--- src/rtl/mix_cols_if.sv ---
// Handshake/data bundle between a mix_cols engine and its requester.
// With MIX_COLS_INV_EN defined the bundle also carries the inverse-mode select inv_in.
interface mix_cols_if;
  logic         start;
  logic [127:0] block_in;
  logic [127:0] result_out;
  logic         valid_out;
  logic         busy;
`ifdef MIX_COLS_INV_EN
  logic         inv_in;

  modport master (output start, block_in, inv_in, input result_out, valid_out, busy);
  modport slave  (input start, block_in, inv_in, output result_out, valid_out, busy);
`else
  modport master (output start, block_in, input result_out, valid_out, busy);
  modport slave  (input start, block_in, output result_out, valid_out, busy);
`endif
endinterface

--- src/rtl/mix_cols.sv ---
// AES MixColumns engine: captures a 128-bit block on start and mixes COLS_PER_CYCLE columns per clock.
// Optional MIX_COLS_INV_EN adds inv_in, selecting the inverse transform on the same datapath.
module mix_cols #(
  parameter int COLS_PER_CYCLE = 1
) (
  input logic      clk_in,
  input logic      rst_in,
  mix_cols_if.slave io
);

  if (COLS_PER_CYCLE != 1 && COLS_PER_CYCLE != 2 && COLS_PER_CYCLE != 4) begin : g_bad_param
    $error("mix_cols: COLS_PER_CYCLE must be 1, 2 or 4");
  end

  typedef enum logic [1:0] {
    IDLE = 2'd0,
    MIX  = 2'd1,
    DONE = 2'd2
  } state_t;

  // For COLS_PER_CYCLE=4 the step truncates to 0, so the counter simply stays at 0.
  localparam logic [1:0] STEP = 2'(COLS_PER_CYCLE);
  localparam logic [1:0] LAST = 2'(4 - COLS_PER_CYCLE);

  state_t       state_q, state_d;
  logic [1:0]   cnt_q, cnt_d;
  logic [127:0] blk_q, blk_d;
  logic [127:0] acc_q, acc_d;
  logic [127:0] res_q, res_d;
  logic         valid_q, valid_d;
  logic         busy_q, busy_d;
  logic         mode_w;

`ifdef MIX_COLS_INV_EN
  logic mode_q, mode_d;
  assign mode_w = mode_q;
`else
  assign mode_w = 1'b0;
`endif

  function automatic logic [7:0] xtime(input logic [7:0] x);
    return {x[6:0], 1'b0} ^ (8'h1b & {8{x[7]}});
  endfunction

  // Column packed with row r at bits [8r +: 8]. Each byte is scaled once into the
  // four coefficient slots (diagonal, +1, +2, +3 rows); inv only changes which multiples feed them.
  function automatic logic [31:0] mix_col(input logic [31:0] a, input logic inv);
    logic [7:0] x1 [4];
    logic [7:0] x2 [4];
    logic [7:0] x4 [4];
    logic [7:0] x8 [4];
    logic [7:0] ce [4];
    logic [7:0] cb [4];
    logic [7:0] cd [4];
    logic [7:0] cn [4];
    logic [31:0] b;
    b = '0;
    for (int i = 0; i < 4; i++) begin
      x1[i] = a[8*i +: 8];
      x2[i] = xtime(x1[i]);
      x4[i] = xtime(x2[i]);
      x8[i] = xtime(x4[i]);
      if (inv) begin
        ce[i] = x8[i] ^ x4[i] ^ x2[i];
        cb[i] = x8[i] ^ x2[i] ^ x1[i];
        cd[i] = x8[i] ^ x4[i] ^ x1[i];
        cn[i] = x8[i] ^ x1[i];
      end else begin
        ce[i] = x2[i];
        cb[i] = x2[i] ^ x1[i];
        cd[i] = x1[i];
        cn[i] = x1[i];
      end
    end
    for (int r = 0; r < 4; r++) begin
      b[8*r +: 8] = ce[r] ^ cb[(r+1)%4] ^ cd[(r+2)%4] ^ cn[(r+3)%4];
    end
    return b;
  endfunction

  logic [127:0] acc_mix;
  logic [1:0]   col_idx;
  logic [31:0]  col_in;
  logic [31:0]  col_out;

  always_comb begin
    acc_mix = acc_q;
    col_idx = '0;
    col_in  = '0;
    col_out = '0;
    for (int j = 0; j < COLS_PER_CYCLE; j++) begin
      col_idx = cnt_q + 2'(j);
      for (int r = 0; r < 4; r++) begin
        col_in[8*r +: 8] = blk_q[32*r + 8*int'(col_idx) +: 8];
      end
      col_out = mix_col(col_in, mode_w);
      for (int r = 0; r < 4; r++) begin
        acc_mix[32*r + 8*int'(col_idx) +: 8] = col_out[8*r +: 8];
      end
    end
  end

  always_comb begin
    state_d = state_q;
    cnt_d   = cnt_q;
    blk_d   = blk_q;
    acc_d   = acc_q;
    res_d   = res_q;
    valid_d = 1'b0;
    busy_d  = 1'b0;
`ifdef MIX_COLS_INV_EN
    mode_d  = mode_q;
`endif
    case (state_q)
      IDLE, DONE: begin
        if (io.start) begin
          blk_d   = io.block_in;
          cnt_d   = '0;
          busy_d  = 1'b1;
          state_d = MIX;
`ifdef MIX_COLS_INV_EN
          mode_d  = io.inv_in;
`endif
        end else begin
          state_d = IDLE;
        end
      end
      MIX: begin
        acc_d = acc_mix;
        cnt_d = cnt_q + STEP;
        if (cnt_q == LAST) begin
          res_d   = acc_mix;
          valid_d = 1'b1;
          state_d = DONE;
        end else begin
          busy_d = 1'b1;
        end
      end
      default: state_d = IDLE;
    endcase
  end

  always_ff @(posedge clk_in or posedge rst_in) begin
    if (rst_in) begin
      state_q <= IDLE;
      cnt_q   <= '0;
      blk_q   <= '0;
      acc_q   <= '0;
      res_q   <= '0;
      valid_q <= 1'b0;
      busy_q  <= 1'b0;
`ifdef MIX_COLS_INV_EN
      mode_q  <= 1'b0;
`endif
    end else begin
      state_q <= state_d;
      cnt_q   <= cnt_d;
      blk_q   <= blk_d;
      acc_q   <= acc_d;
      res_q   <= res_d;
      valid_q <= valid_d;
      busy_q  <= busy_d;
`ifdef MIX_COLS_INV_EN
      mode_q  <= mode_d;
`endif
    end
  end

  assign io.result_out = res_q;
  assign io.valid_out  = valid_q;
  assign io.busy       = busy_q;

endmodule

--- src/flat_wrapper.sv ---
// flat-port wrapper written by rule: the top's interface ports become plain ports
module mix_cols_flat 
#(
  parameter int COLS_PER_CYCLE = 1
)
  (clk_in, rst_in, io_start, io_block_in, io_result_out, io_valid_out, io_busy);
  mix_cols_if io_i ();
  input logic clk_in;
  input logic rst_in;
  input wire logic [$bits(io_i.start)-1:0] io_start;
  input wire logic [$bits(io_i.block_in)-1:0] io_block_in;
  output wire logic [$bits(io_i.result_out)-1:0] io_result_out;
  output wire logic [$bits(io_i.valid_out)-1:0] io_valid_out;
  output wire logic [$bits(io_i.busy)-1:0] io_busy;
  assign io_i.start = io_start;
  assign io_i.block_in = io_block_in;
  assign io_result_out = io_i.result_out;
  assign io_valid_out = io_i.valid_out;
  assign io_busy = io_i.busy;
  mix_cols #(.COLS_PER_CYCLE(COLS_PER_CYCLE)) u_core (.clk_in(clk_in), .rst_in(rst_in), .io(io_i));
endmodule
--- config.mk ---
export PLATFORM = sky130hd
export DESIGN_NAME = mix_cols_flat
export DESIGN_NICKNAME = d
export VERILOG_FILES = /design/src/rtl/mix_cols_if.sv /design/src/rtl/mix_cols.sv /design/src/flat_wrapper.sv
export SDC_FILE = /design/constraint.sdc
export NUM_CORES = 1
export LEC_CHECK = 0
export CORE_UTILIZATION = 45
export CTS_BUF_LIST = sky130_fd_sc_hd__clkbuf_4 sky130_fd_sc_hd__clkbuf_8
export DETAILED_ROUTE_END_ITERATION = 10
export PLACE_DENSITY_LB_ADDON = 0.1
export SLEW_MARGIN = 20
export SYNTH_ARGS = -nofsm -noshare
export SYNTH_HDL_FRONTEND = slang
export SYNTH_SLANG_ARGS = --single-unit
--- constraint.sdc ---
create_clock -name clk_in -period 27.1 [get_ports clk_in]
set_input_delay 5.42 -clock clk_in [delete_from_list [all_inputs] [get_ports clk_in]]
set_output_delay 5.42 -clock clk_in [all_outputs]
set_load 0.005 [all_outputs]
==> impl_results.md, run 1 <==
- DPL Wire Length: 36100 um
- Reg clk slew, reported paths: 0.06 ns
- Post-route minimum period: 8.27 ns
- Avg WL per Cell: around 23 um
- Post-CTS Resized: 0
- Most common cell in the netlist: dfrtp_1
- DR iter-0 viols: between 1000 and 1500
- Worst min path class: reg2reg
- Final Skew: ~0.035 ns
- Post-CTS Setup Bufs: 0
- Row count: between 70 and 80
- DRC: 0
- Global-route met2 utilization: 41.0%
- Final setup TNS: 0 ns
- Total core area: 0.0408 mm^2
- CTS Hold Bufs: 0
- Nets: between 1500 and 2000
- Met3 Usage GRT: 5.15%
- Critical Path Sink Type: asynchronous set/reset pin
- M1 GR Usage: 36.7%
- Status: finished clean
- CTS tree: yes
- Critical Path RT: 27.70 ns
- FFs w/ async S/R, synth: 100%
- Worst-path fanout max: roughly 100
- Root buffer cell: clkbuf_8
- RSZ-0062 raised after global routing: false
- Syn Nets: roughly 1700
- Grt peak-use layer: met2
- Syn. warnings: 0
- First-pass GRT wire length: 84400 um
- Largest net degree at the start of global routing: 99
- Clk sink count: 390
- Remaining antenna violation count after routing: 0
- Post-synth EDFFs: 0
- Register-to-register setup slack: 23.24 ns
- Setup violations, final: 0
- Initial Utilization: 45.7%
- Worst Setup SP: rst_in
- Top post-synthesis cells by count: dfrtp_1 (390), nor2_1 (193), mux2_2 (128)
- Avg Cell Area, Syn: around 12 um^2
- Final slew viol count: 0
- DR vias/cell: 5.98
- Gate Count Post-Synth: 1542
- DP Worst Slack: 17.65 ns
- Number of fill cells in the layout: 3462
- Synth-to-layout area growth: 24.1%
- Mapped Area: 0.0187 mm^2
- Clock latency on the worst-skew pair: 0.63 ns
- Sequential-to-total area share from yosys stat: 52.3%
- Worst slew margin: about 27%
- R2R Path Start: u_core.cnt_q[0]$_DFFE_PP0P_
- Die area: ~0.042 mm^2
- # IOs: 261
- Clock Tree Buf Depth: 3
- Die Y-Extent: 206 um
- Dominant synthesized flop cell: dfrtp_1
- Yosys cell types: 48
- Share of the synthesized area in the top cell type: 52.3%
- Grt total ovfl: 0
- Fmax: 121 MHz
- Die X-Extent: 206 um
- # port buffers: 260
- Area leader, netlist: dfrtp_1
- Share of post-route cells with drive strength above 1: 18.6%
- DR pass1 iterations: 6
- Worst setup SP type: primary input
- H-tree levels: 3
- Drt total wl: between 50000 and 60000 um
- Hold_sp: u_core.acc_q[101]$_DFFE_PP0P_
- Diode count: 0
- Initial antenna violation count: 0
- FF+latch count, synth: 390
- GP Congestion: 0.841
- Maxcap violations: 0
- Crit Path Category: in2async
- Number of buffers created by CTS: slightly below 70
- Min setup slack post-route: about 19 ns
- Core Util, Final: 56.7%
- CP Data Arrival Time: a little under 9 ns
- Area contributors post-synth: dfrtp_1 (52%), mux2_2 (7.7%), xnor3_1 (4.2%), nor2_1 (3.9%), mux4_2 (3.4%)
- Final hold violation count: 0
- DR vias: 14101
- Vias in the first global route: 14242
- GRT Resource Usage Total: a little over a quarter
- Worst-margin pin slew: 1.09 ns
- Crit share post-route: between 30 and 40%
==> kinds of logic (layout without fill, tap and decap cells) <==
kind of cell	after synthesis	after routing	share of synthesized area, %
AO/OA/AOI/OAI	461	461	17.6
multiplexers	162	162	11.8
AND/OR/NAND/NOR	314	314	6.72
buffers and inverters	125	411	2.94
flip-flops	390	390	52.3
XOR/XNOR	82	82	8.12
adder cells (fa/ha/maj)	8	8	0.536
==> cells in the final DEF, fill, tap and decap left out, types with 6 or more instances in the layout <==
cell and count:
and2_1 16, a221oi_1 70, a32oi_1 9, a221oi_2 7
clkbuf_4 27, a221o_1 12, nand2_1 88, a211oi_1 47
dfrtp_1 388, buf_4 18, xnor2_1 11, clkbuf_8 82
clkdlybuf4s50_1 260, xor2_2 6, a21oi_1 60, mux2_2 128
xnor2_2 7, ha_1 8, clkinv_2 6, o21ai_1 8
mux4_2 28, o211ai_1 9, o21ai_0 79, a31oi_1 26
a22oi_1 83, xnor3_1 35, a32o_1 9, nor2_1 192
xor3_1 9, xor2_1 8, a22o_1 28
==> critical path, stage by stage <==
cell and delay (ns):
clkdlybuf4s50_1 0.50, inv_8 0.51, buf_4 0.81, buf_4 0.84, buf_6 0.65
==> stage by stage <==
stage,hold WS [ns],instance area [um^2],cells
finish,0.484,23200,2360
floorplan,0.442,18700,1542
detailed placement,0.470,21700,2238
global route,0.496,23200,2360
CTS,0.483,23100,2360
global placement,0.461,21700,2238
==> worst paths after layout <==
kind | to | depth (start not counted)
min in group asynchronous | u_core.acc_q[99]$_DFFE_PP0P_ | 2
max in group clk_in | u_core.blk_q[66]$_DFFE_PP0P_ | 5
setup / recovery | u_core.cnt_q[1]$_DFFE_PP0P_ | 5
hold / removal | u_core.acc_q[101]$_DFFE_PP0P_ | 2
hold reg to reg | u_core.acc_q[101]$_DFFE_PP0P_ | 2
setup reg to reg | u_core.acc_q[31]$_DFFE_PP0P_ | 6
==> per-layer routing <==
metal,vias up,wire length (um),part of all wire [%]
met5,-,0,0
met4,0,1200,2.2
met3,77,3780,6.9
met2,566,25900,48
met1,7197,23400,43
li1,6261,-,-
==> flip-flops by register name, indices dropped and copies added, names as in the netlist <==
name and flops:
u_core.state_q 2, u_core.io.result_out 128, u_core.io.busy 1, u_core.blk_q 128
u_core.acc_q 128, u_core.cnt_q 2, u_core.io.valid_out 1
==> final cells by class <==
type,count,area [um^2],share of cell area [%]
inverter,9,43.8,0.189
sequential,390,9760,42.1
timing repair buffer,280,2760,11.9
multi-input combinational,1027,8450,36.5
tap,532,666,2.87
clock inverter,13,151,0.654
clock buffer,109,1330,5.75
Power of run 1 is left out: the tool's default activity adds up to more than one toggle a clock period on the data nets, which glitch-free logic cannot reach.
==> run 2, diff against run 1 <==
==> constraint.sdc (replaced) <==
create_clock -name clk_in -period 8.5 [get_ports clk_in]
set_input_delay 1.7 -clock clk_in [delete_from_list [all_inputs] [get_ports clk_in]]
set_output_delay 1.7 -clock clk_in [all_outputs]
set_load 0.005 [all_outputs]
==> impl_results.md, run 2 (same netlist as run 1, synthesis figures left out) <==
- Status: finished clean
- R2R Path Start: u_core.cnt_q[0]$_DFFE_PP0P_
- Synth-to-layout area growth: 24.3%
- Reg clk slew, reported paths: roughly 0.06 ns
- Clk sink count: 390
- CTS Hold Bufs: 0
- Hold_sp: u_core.acc_q[36]$_DFFE_PP0P_
- H-tree levels: 3
- Post-CTS Setup Bufs: 0
- Total core area: 0.0408 mm^2
- Initial Utilization: 45.7%
- Max incr delay on CP: 1.00 ns
- DR iter-0 viols: between 1000 and 1500
- RSZ-0062 raised after global routing: false
- Crit Path Category: reg2reg
- Crit path cell chain: buf_4 -> mux4_1 -> xnor2_4 -> xor2_1 -> a221oi_1 -> a211oi_1
- Commonest non-fill, non-tap cell in the layout: dfrtp_1
- Final slew viol count: 0
- Grt total ovfl: 0
- Worst Setup SP: u_core.cnt_q[0]$_DFFE_PP0P_
- Clock latency on the worst-skew pair: 0.62 ns
- Most frequent cells in the layout: dfrtp_1 (388), clkdlybuf4s50_1 (260), nor2_1 (192)
- Worst-path fanout max: 48
- Vias in the first global route: 14207
- # port buffers: 260
- Maxcap violations: 0
- Worst setup SP type: flop
- Number of buffers created by CTS: between 60 and 70
- Setup violations, final: 0
- Die Y-Extent: 206 um
- GRT Resource Usage Total: 26.3%
- Row count: 74
- Remaining antenna violation count after routing: 0
- Crit share post-route: a little under half
- CTS tree: yes
- Slowest CP cell: mux4_1
- CP Data Arrival Time: 4.37 ns
- Share of post-route cells with drive strength above 1: 18.7%
- First-pass GRT wire length: around 84000 um
- Post-route minimum period: 3.87 ns
- GP Congestion: 0.803
- Final setup TNS: 0 ns
- Largest net degree at the start of global routing: between 100 and 150
- Die area: 0.0423 mm^2
- Root buffer cell: clkbuf_8
- DR pass1 iterations: 5
- Final Skew: 0.0313 ns
- Final hold violation count: 0
- Number of fill cells in the layout: 3486
- Avg WL per Cell: ~23 um
- DR vias/cell: 5.98
- # IOs: 261
- Post-CTS Resized: 0
- Drt total wl: 54700 um
- Diode count: 0
- Clock Tree Buf Depth: 3
- Worst min path class: reg2reg
- Critical Path RT: 9.00 ns
- Die X-Extent: 206 um
- Worst slew margin: 18.4%
- Fmax: 259 MHz
- Worst-margin pin slew: 1.22 ns
- DR vias: roughly 14000
- Critical Path Sink Type: flop
- Nets: 1916
- DPL Wire Length: 36000 um
- Initial antenna violation count: 0
- DRC: 0
## run 2: cell count changes in the layout (fill, tap and decap cells not counted), sizes merged
cell      before  now
clkbuf       109  112
bufinv         3    1
clkinvlp       3    4
clkinv         8    6
## run 2: metrics by stage
step / cell area, um^2 / hold WS [ns] / utilization (%) / setup WS [ns] / std cells
after floorplan: 18700 / 0.442 / - / 1.55 / 1542
after global placement: 21700 / 0.458 / 53.1 / 4.20 / 2237
after detailed placement: 21700 / 0.470 / 53.1 / 4.17 / 2237
after CTS: 23200 / 0.482 / 56.7 / 4.67 / 2359
after global routing: 23200 / 0.514 / 56.8 / 4.45 / 2360
final: 23200 / 0.478 / 56.8 / 4.63 / 2360
## run 2: metal layers
layer	track usage, %	up-vias	wire length (um)	part of all wire (%)
met5	0	-	0	0
met4	9.63	0	1570	2.9
met3	4.72	100	3610	6.6
met2	41.5	535	26000	47
met1	36.3	7234	23600	43
li1	-	6248	-	-
## run 2: critical path: cells and delay by family, from the launching register on
kind / cells / cell delay (ns)
xor+xnor: 2 / 1.12
mux: 1 / 1.00
buf+inv: 1 / 0.67
compound gates: 2 / 0.57
flops: 1 / 0.35
## run 2: path summary, 6_finish.rpt
kind                                                          to  slack, ns  depth (start not counted)
min in group asynchronous  u_core.io.result_out[100]$_DFFE_PP0P_       1.63                          2
hold reg to reg                     u_core.acc_q[36]$_DFFE_PP0P_       0.48                          2
setup / recovery                    u_core.acc_q[15]$_DFFE_PP0P_       4.63                          6
max in group asynchronous            u_core.cnt_q[0]$_DFFE_PP0P_       5.65                          3
hold / removal                      u_core.acc_q[36]$_DFFE_PP0P_       0.48                          2
setup reg to reg                    u_core.acc_q[15]$_DFFE_PP0P_       4.63                          6
## run 2: area by class of cell
| cell class | count | area [um^2] | area share (%) |
|---|---|---|---|
| timing repair buffer | 280 | 2810 | 12.1 |
| tap | 532 | 666 | 2.87 |
| multi-input combinational | 1027 | 8450 | 36.4 |
| clock inverter | 10 | 86.3 | 0.372 |
| inverter | 9 | 40.0 | 0.173 |
| sequential | 390 | 9760 | 42.1 |
| clock buffer | 112 | 1390 | 5.97 |
Power of run 2 is left out for the same reason.
==> run 3, diff against run 2 <==
==> constraint.sdc (replaced) <==
create_clock -name clk_in -period 3.2 [get_ports clk_in]
set_input_delay 0.64 -clock clk_in [delete_from_list [all_inputs] [get_ports clk_in]]
set_output_delay 0.64 -clock clk_in [all_outputs]
set_load 0.005 [all_outputs]
==> impl_results.md, run 3 (same netlist as run 1, synthesis figures left out) <==
- GP Congestion: 0.864
- Drt total wl: 56900 um
- Synth-to-layout area growth: 27.4%
- Worst setup SP type: flop
- Clock latency on the worst-skew pair: 0.63 ns
- Initial Utilization: 45.7%
- Die area: 0.0423 mm^2
- # IOs: 261
- Avg WL per Cell: around 23 um
- CP Data Arrival Time: 3.53 ns
- Register-to-register setup slack: 0.14 ns
- CTS tree: yes
- Fmax: about 330 MHz
- Final setup TNS: 0 ns
- Final slew viol count: 0
- R2R Path Start: u_core.cnt_q[0]$_DFFE_PP0P_
- Worst slew margin: 27.2%
- Worst min path class: in2async
- Crit Path Category: reg2reg
- Reg2reg path depth: 6
- # port buffers: 260
- Die Y-Extent: slightly above 200 um
- Most frequent cells in the layout: dfrtp_1 (388), clkdlybuf4s50_1 (260), nor2_1 (192)
- Clk sink count: between 300 and 400
- Total core area: 0.0408 mm^2
- Status: finished clean
- Grt total ovfl: 0
- Worst-margin pin slew: roughly 1.1 ns
- Die X-Extent: 206 um
- DRC: 0
- Worst-path fanout max: 13
- Maxcap violations: 0
- DR pass1 iterations: 5
- DR vias: 14433
- Remaining antenna violation count after routing: 0
- Post-CTS Resized: 0
- Post-CTS Setup Bufs: 0
- Reg clk slew, reported paths: roughly 0.06 ns
- GRT Resource Usage Total: 27.8%
- First-pass GRT wire length: 88500 um
- Critical Path Sink Type: flop
- Clock Tree Buf Depth: 3
- Share of post-route cells with drive strength above 1: 21.2%
- Critical Path RT: 3.67 ns
- Commonest non-fill, non-tap cell in the layout: dfrtp_1
- DR vias/cell: 5.95
- Nets: between 1500 and 2000
- Final Skew: 0.0282 ns
- Row count: 74
- Root buffer cell: clkbuf_8
- Worst Setup SP: u_core.cnt_q[0]$_DFFE_PP0P_
- Largest net degree at the start of global routing: around 110
- DPL Wire Length: 39800 um
- CTS Hold Bufs: 0
- Final hold violation count: 0
- Vias in the first global route: between 10000 and 15000
- RSZ-0062 raised after global routing: false
- DR iter-0 viols: 1092
- Crit share post-route: 95.7%
- Diode count: 0
- Setup violations, final: 0
- H-tree levels: 3
- Initial antenna violation count: 0
- Post-route minimum period: 3.06 ns
- RR Endpoint: u_core.acc_q[20]$_DFFE_PP0P_
- Number of buffers created by CTS: 71
[run 3: changes by cell type in the layout (fill, tap and decap cells not counted), moves of 2 or more]
cell	before	now
buf_4	16	71
buf_12	3	14
a21oi_1	60	63
a21oi_2	3	0
clkbuf_4	25	22
inv_6	1	3
nor3_2	3	1
nor3_4	0	2
[run 3: worst max-delay path, cell delays in order, from the launching register on]
cell      delay [ns]
dfrtp_2         0.41
buf_12          0.17
mux4_2          0.60
xor2_1          0.44
xnor3_1         0.80
a221oi_2        0.39
a211oi_1        0.11
[run 3: layout make-up]
type | count | area (um^2)
Clock buffer | 110 | 1380
Tap cell | 532 | 666
Sequential cell | 390 | 9760
Clock inverter | 11 | 77.6
Fill cell | 3398 | 17100
Inverter | 9 | 40.0
Multi-Input combinational cell | 1027 | 8440
Timing Repair Buffer | 345 | 3420
[run 3: worst max path at each step]
stage / end / slack [ns]
finish: u_core.acc_q[20]$_DFFE_PP0P_ / 0.14
global route: u_core.acc_q[57]$_DFFE_PP0P_ / 0.004
CTS: u_core.acc_q[15]$_DFFE_PP0P_ / 0.09
detailed placement: u_core.acc_q[15]$_DFFE_PP0P_ / 0.10
global placement: u_core.acc_q[18]$_DFFE_PP0P_ / 0.17
floorplan: u_core.acc_q[0]$_DFFE_PP0P_ / -2.69
[run 3: per-layer routing]
layer  part of all wire (%)  track usage, %  routed length [um]  vias to the layer above
met5                      0               0                   0                        -
met4                    3.5            11.4                1990                        0
met3                    6.8            5.53                3870                      100
met2                     47            43.5               26900                      613
met1                     42            38.0               24200                     7324
li1                       -               -                   -                     6396
[run 3: through the flow]
step	cells	area (um^2)	hold slack (ns)	setup WS, ns	utilization (%)
after global placement	2303	22300	0.463	0.169	54.6
final	2424	23800	0.477	0.136	58.2
after CTS	2424	23800	0.437	0.0924	58.2
after floorplan	1542	18700	0.442	-2.69	-
after detailed placement	2303	22300	0.471	0.100	54.6
after global routing	2424	23800	0.480	0.00422	58.2
Power of run 3 is left out for the same reason.
